==> config.mk <==
export PLATFORM = sky130hd
export DESIGN_NAME = fifo_burst_reader
export DESIGN_NICKNAME = d
export VERILOG_FILES = /design/src/rtl/fifo_burst_reader.sv
export SDC_FILE = /design/constraint.sdc
export NUM_CORES = 1
export LEC_CHECK = 0
export BUFFER_PORTS_ARGS = -buffer_cell sky130_fd_sc_hd__buf_2
export CAP_MARGIN = 20
export CORE_AREA = 2 2 66 68
export DETAILED_ROUTE_END_ITERATION = 10
export DIE_AREA = 0 0 68 70
export PLACE_DENSITY = 0.76
export SYNTH_ARGS = -nofsm -noshare
export SYNTH_HDL_FRONTEND = slang
export SYNTH_SLANG_ARGS = --single-unit
==> constraint.sdc <==
create_clock -name CLK -period 2.3 [get_ports CLK]
set_input_delay 0.23 -clock CLK [delete_from_list [all_inputs] [get_ports CLK]]
set_output_delay 0.23 -clock CLK [all_outputs]
set_load 0.05 [all_outputs]
==> src/rtl/fifo_burst_reader.sv <==
// Read-side burst engine: drains a programmed number of words from a synchronous FIFO
// read port and presents them on a valid/ready stream through a 2-entry skid buffer.
module fifo_burst_reader #(
  parameter int unsigned DATA_WIDTH = 8,
  parameter int unsigned BURST_MAX  = 16,
  localparam int unsigned CNT_W     = $clog2(BURST_MAX + 1)
) (
  input  logic                  CLK,
  input  logic                  RESET,
  input  logic                  start,
  input  logic [CNT_W-1:0]      burst_len,
  input  logic                  abort,
  input  logic                  fifo_empty,
  input  logic                  fifo_error,
  input  logic [DATA_WIDTH-1:0] fifo_rd_data,
  output logic                  fifo_rd_en,
  output logic                  m_valid,
  output logic [DATA_WIDTH-1:0] m_data,
  output logic                  m_last,
  input  logic                  m_ready,
  output logic                  busy,
  output logic                  done,
  output logic                  err,
  output logic [CNT_W-1:0]      words_out
);

  localparam logic [CNT_W-1:0] LenMax = CNT_W'(BURST_MAX);

  typedef enum logic [1:0] {StIdle, StRead, StDrain} state_e;

  state_e                         state_q, state_d;
  logic [CNT_W-1:0]               len_q, len_d;
  logic [CNT_W-1:0]               issued_q, issued_d;
  logic [CNT_W-1:0]               words_q, words_d;
  logic                           err_q, err_d;
  logic                           done_q, done_d;
  logic [1:0]                     occ_q, occ_d;
  logic [1:0][DATA_WIDTH-1:0]     data_q, data_d;  // index 0 is the head entry
  logic [1:0]                     last_q, last_d;

  logic       rd_en;
  logic       hs;
  logic       len_ok;
  logic       start_ok;
  logic       rd_is_last;
  logic [1:0] occ_pop;

  assign len_ok     = (burst_len != '0) && (burst_len <= LenMax);
  assign start_ok   = start && !abort && (state_q == StIdle) && len_ok;
  assign hs         = (occ_q != 2'd0) && m_ready;
  assign rd_is_last = ((issued_q + CNT_W'(1'b1)) == len_q);
  assign occ_pop    = occ_q - {1'b0, hs};

  // State register.
  always_ff @(posedge CLK or posedge RESET) begin
    if (RESET) state_q <= StIdle;
    else       state_q <= state_d;
  end

  // Next-state logic; abort overrides every transition.
  always_comb begin
    state_d = state_q;
    unique case (state_q)
      StIdle:  if (start_ok) state_d = StRead;
      StRead:  if (rd_en && rd_is_last) state_d = StDrain;
      StDrain: if (occ_d == 2'd0) state_d = StIdle;
      default: state_d = StIdle;
    endcase
    if (abort) state_d = StIdle;
  end

  // Outputs; the read strobe is gated by abort so no word is lost from the FIFO.
  always_comb begin
    rd_en      = (state_q == StRead) && (issued_q < len_q) && !fifo_empty &&
                 (occ_q < 2'd2) && !abort;
    fifo_rd_en = rd_en;
    m_valid    = (occ_q != 2'd0);
    m_data     = data_q[0];
    m_last     = last_q[0] && (occ_q != 2'd0);
    busy       = (state_q != StIdle);
    done       = done_q;
    err        = err_q;
    words_out  = words_q;
  end

  // Datapath next-state: counters, sticky error and skid buffer.
  always_comb begin
    len_d    = len_q;
    issued_d = issued_q;
    words_d  = words_q;
    err_d    = err_q;
    data_d   = data_q;
    last_d   = last_q;
    done_d   = hs && last_q[0] && !abort;

    if (start_ok) begin
      len_d    = burst_len;
      issued_d = '0;
      words_d  = '0;
      err_d    = 1'b0;
    end else if (start && !abort) begin
      // Illegal length or start while a burst is running.
      err_d = 1'b1;
    end

    if (rd_en) begin
      issued_d = issued_q + CNT_W'(1'b1);
      if (fifo_error) err_d = 1'b1;
    end

    if (hs && !abort && (words_q < len_q)) words_d = words_q + CNT_W'(1'b1);

    // Pop shifts the tail into the head; a push lands in the first free slot after the pop.
    if (hs) begin
      data_d[0] = data_q[1];
      last_d[0] = last_q[1];
    end
    if (rd_en) begin
      if (occ_pop == 2'd0) begin
        data_d[0] = fifo_rd_data;
        last_d[0] = rd_is_last;
      end else begin
        data_d[1] = fifo_rd_data;
        last_d[1] = rd_is_last;
      end
    end
    occ_d = occ_pop + {1'b0, rd_en};
    if (abort) occ_d = 2'd0;
  end

  // Datapath registers.
  always_ff @(posedge CLK or posedge RESET) begin
    if (RESET) begin
      len_q    <= '0;
      issued_q <= '0;
      words_q  <= '0;
      err_q    <= 1'b0;
      done_q   <= 1'b0;
      occ_q    <= 2'd0;
      data_q   <= '0;
      last_q   <= '0;
    end else begin
      len_q    <= len_d;
      issued_q <= issued_d;
      words_q  <= words_d;
      err_q    <= err_d;
      done_q   <= done_d;
      occ_q    <= occ_d;
      data_q   <= data_d;
      last_q   <= last_d;
    end
  end

endmodule

Yosys cells after proc, flatten, opt, wreduce, memory -nomap -nowiden
Index checks and enable logic that the tools add are counted.
Operators by class
  add/sub/neg operators: 4
  $lt $le $gt $ge: 4
  equality and inequality tests: 6
  mux-type cells: 19
  bitwise operators: 1
  reductions and logical operators: 27
Operators by type and width (number)
  two-way mux 8 bit: 3
  logical AND 1 bit: 15
  two-way mux 5 bit: 3
  adder 5 x 1 -> 5 bit, second input constant: 2
  < comparator 5 bit: 2
  two-way mux 2 bit: 5
  != test 3 bit, second input constant: 3
  nonzero test 2 bit: 4
  two-way mux 1 bit: 7
  zero test 2 bit: 3
  one-hot mux 2 bit (3 select lines): 1
  == test 5 bit: 1
  less-or-equal comparator 5 bit, second input constant: 1
  nonzero test 5 bit: 1
  AND reduction 3 bit: 1
  adder 2 x 1 -> 2 bit: 1
  == test 2 x 1 -> 1 bit, second input constant: 1
  == test 2 bit, second input constant: 1
  zero test 1 bit: 2
  < comparator 2 bit, second input constant: 1
  AND reduction 2 bit: 1
  subtractor 2 x 1 -> 2 bit: 1
  inverter 1 bit: 1
Storage, ports and cells
  bits in registers: 39
  bits of input ports: 20
  output and inout port bits: 19
  word-level logic and storage cells: 72

Depth between registers and ports, before layout
  depth after elaboration: 11
  mapped depth: 11
  gate-level depth less buffers: 10

Worst setup path after synthesis
Ideal clock, no wire load.
  kind: register to register
  start point: reg len_q[1]
  end point: reg state_q[1]
  setup time: 0.128 ns
  arrival: 2.272 ns
  data required time: 2.172 ns
  slack: -0.100 ns
  cell stages (with the launch flop): 11
  path buffers: 0
  cells stage by stage: dfrtp_1 -> inv_1 -> ha_1 -> nor2b_1 -> o2111ai_1 -> nand3_1 -> inv_1 -> ha_1 -> xor2_1 -> nand2b_1 -> o2bb2ai_1
On the way
  word-level cells in the longest chain between the ends: 10
RTL lines
  start: declaration: line 32  | logic [CNT_W-1:0] len_q, len_d;
  start signal: assignment: line 143  | len_q <= len_d;
  < comparator 5 bit (*): line 74  | rd_en = (state_q == StRead) && (issued_q < len_q) && !fifo_empty &&
  logical AND 1 bit (*) (3 in a row): line 74
  logical AND 1 bit (*): line 75  | (occ_q < 2'd2) && !abort;
  net fifo_rd_en: line 16  | output logic fifo_rd_en,
  adder 2 x 1 -> 2 bit: line 127  | occ_d = occ_pop + {1'b0, rd_en};
  two-way mux 2 bit: line 128  | if (abort) occ_d = 2'd0;
  zero test 2 bit: line 66  | StDrain: if (occ_d == 2'd0) state_d = StIdle;
  != test 3 bit (no source line)
  AND reduction 3 bit (no source line) (*)
  end signal: assignment: line 56  | if (RESET) state_q <= StIdle;
  end signal: assignment: line 57  | else state_q <= state_d;
  end: declaration: line 31  | state_e state_q, state_d;
The timed path passes the listed nets; every way through them passes the cells marked *.
A chain may end at the register's enable or synchronous reset.

Worst setup path after layout
  start point: reg len_q[1]
  end point: out fifo_rd_en
On the way
  word-level cells in the longest chain between the ends: 5
RTL lines (line)
  < comparator 5 bit: 74
  logical AND 1 bit (3 in a row): 74
  logical AND 1 bit: 75
  end: declaration: 16
Every way passes these cells.

==> flow_summary.yaml <==
sta:
  setup_viol: 0
  slew_headroom_pct: 67.2
  fin_crit_sh_pct: 93.3
  rsz0062_at_grt: "false"
  worst_slack_ns: 0.154
  final.setup.tns_ns: 0
  hold_violations: 0
  period_minus_slack_ns: 2.15
  fin_worst_skew_ns: 0.00610
  drv_slew: 0
  worst_slew_pin_slew_ns: 0.492
  max_freq_ghz: 0.466
route:
  wl_um: 4030
  firstDrtPassIters: 4
  drt-initial-drc-count: 132
  vias: 1546
  wl_per_cell_um: 13.9
  vias_per_cell: 5.33
  final_antenna_net_count: 0
  drc: 0
synthesis:
  yosysWarnings: 0
  synth_area_mm2: 0.00212
  syn_nets: 231
  synthDistinctLibCells: 39
  syn_avg_cell_area_um2: 10.7
  seq_area_frac_synth_pct: 46.0
  synth_cells: 198
  synth_edf_count: 0
  synth_ff_type: "dfrtp_1"
  synth_seq_cells: 39
  async_reset_ff_share_pct: 100
pwr:
  finalPower_mw: 2.62
  p_leak_nw: 1.32
  powerDensity_mw_per_mm2: 1070
  ir_worst_vdd_mv: 0.469
floorplan:
  dieArea_mm2: 0.00476
  top_level_ports: 39
  die_x_um: 68
  coreArea_mm2: 0.00414
  rows: 24
  start_util_pct: 51.2
  die_h_um: 70
finish:
  ff_latch_area_um2: 976
  fillers: 351
  multi_input_area_mm2: 0.00102
  n_antenna_cell: 0
  fin_nets: 270
  syn_to_final_growth_pct: 15.2
  drive_gt1_share_pct: 32.4
  design_area_mm2: 0.00244
  final_cells: 290
  mostFrequentLayoutCells: "dfrtp_1, buf_2, nand2_1"
  final_common_cell: "dfrtp_1"
critical_path:
  worst_setup_path_start_kind: "flip-flop"
  max_stage_delay_ns: 0.39
  cp_slowest_cell: "dfrtp_1"
  criticalPathCategory: "reg2out"
  crit_fanout: 6
  crit_arrival_ns: 1.92
  reg2reg_slack_ns: 0.20
  path_delay_family: "buffers and inverters"
  end_kind: "output pin"
  crit_path_cell_trace: "inv_1 -> ha_1 -> nor2b_1 -> o2111ai_2 -> nand3_2 -> clkinvlp_4 -> clkbuf_4"
  crit_buf_inv: 3
  crit_required_ns: 2.07
clock_network:
  cts_sinks: 39
  cts_tree: "yes"
  post_cts_buffers: 0
  clk_pin_slew_ns: 0.08
  clk_root_buffer_cell: "clkbuf_8"
  clk_latency_ns: 0.29
  clock_path_buffers: 2
  htree_levels: 2
  numCtsBuffers: 5
place:
  globalplace.congestion: 0.869
  placed_area_mm2: 0.00235
  port_buffers: 38
  dpl_worst_slack_ns: 0.189
  hpwl_um: 2980
  place_inst: 282
global_route:
  grt_antenna_before_repair: 0
  first_global_vias: 1479
  grt_max_degree: 40
  grtUsageTotal_pct: 19.0
  grt-ovfl-total: 0
  grt_pass1_wl_um: 6810
status:
  run_status: "finished clean"
flow_run:
  maxCapViolCount: 0
worst_hold_path:
  hold_path.class: "in2async"
-- Yosys cell counts (3+ instances only) --
library cell	instances	area, um2
nor2b_1	3	18.8
xnor2_1	9	78.8
dfrtp_1	39	976
inv_1	13	48.8
a21oi_1	3	15.0
buf_4	8	60.1
nand2_1	16	60.1
ha_1	13	163
nor3_1	4	20.0
mux2i_1	8	80.1
nand2b_1	3	18.8
nor3b_1	4	30.0
o21ai_0	14	70.1
nor2_1	6	22.5
nand3_1	9	45.0
and3_1	3	18.8
mux2_2	13	146
a211o_1	4	35.0
-- tightest hold or removal path: stages --
cell and delay (ns):
buf_2 0.09, inv_1 0.04, buf_4 0.42
-- cells by family (layout without fill, tap and decap cells) --
kind of cell	count (synthesis)	in the layout	synth area share (%)
and+or+nand+nor	58	58	14.5
DFF	39	39	46.0
AOI/OAI and AO/OA	31	31	10.3
buffers and inverters	25	65	6.31
muxes	21	21	10.7
adders and majority gates	13	13	7.67
xor gates and xnor gates	11	11	4.54
-- area by class of cell --
cell class                      instances  share of cell area (%)
Multi-Input combinational cell        134                    41.9
Sequential cell                        39                    39.9
Timing Repair Buffer                   44                    9.73
Clock buffer                            5                    2.82
Tap cell                               52                    2.66
Inverter                               13                    2.15
Clock inverter                          3                   0.819
-- state kept, by name, summed over array words and instances (netlist names) --
signal / count
state_q: 2
words_out: 5
err: 1
m_data: 8
data_q: 8
last_q: 2
issued_q: 5
done: 1
occ_q: 2
len_q: 5
-- layer usage --
layer | share of wire, % | GRT usage [%] | routed length, um | vias to the layer above
met4 | 1.7 | 8.00 | 69 | 0
li1 | - | - | - | 766
met3 | 5.0 | 5.31 | 200 | 6
met2 | 47 | 28.8 | 1880 | 35
met5 | 0 | 0 | 0 | -
met1 | 47 | 25.4 | 1880 | 739
-- report_power, final --
group / switching, mW / internal, mW
Combinational: 0.712 / 0.424
Sequential: 0.142 / 0.878
Clock: 0.256 / 0.211
-- metrics by stage --
step | util (%) | hold WS [ns]
finish | 59.0 | 0.0368
global placement | 56.6 | 0.375
detailed placement | 56.6 | 0.383
floorplan | - | 0.296
global route | 59.0 | 0.0991
CTS | 58.8 | 0.0603
-- repair_timing --
item | 4_1_cts | 5_1_grt
resized for setup | 0 | 2
hold buffers | 0 | 0
endpoints found under the setup margin | 0 | 1
-- final timing paths --
path,from,depth (start not counted),endpoint
worst max register to register,len_q[1]$_DFFE_PP0P_,10,state_q[1]$_DFFE_PP0P_
worst max-delay path,len_q[1]$_DFFE_PP0P_,7,fifo_rd_en
worst min-delay path,RESET,3,words_out[4]$_DFFE_PP0P_
min in group CLK,fifo_error,3,err$_DFF_PP0_
worst min register to register,last_q[1]$_DFFE_PP0P_,2,last_q[1]$_DFFE_PP0P_
max in group asynchronous,RESET,3,err$_DFF_PP0_
Power figures use the tool's default switching activity.
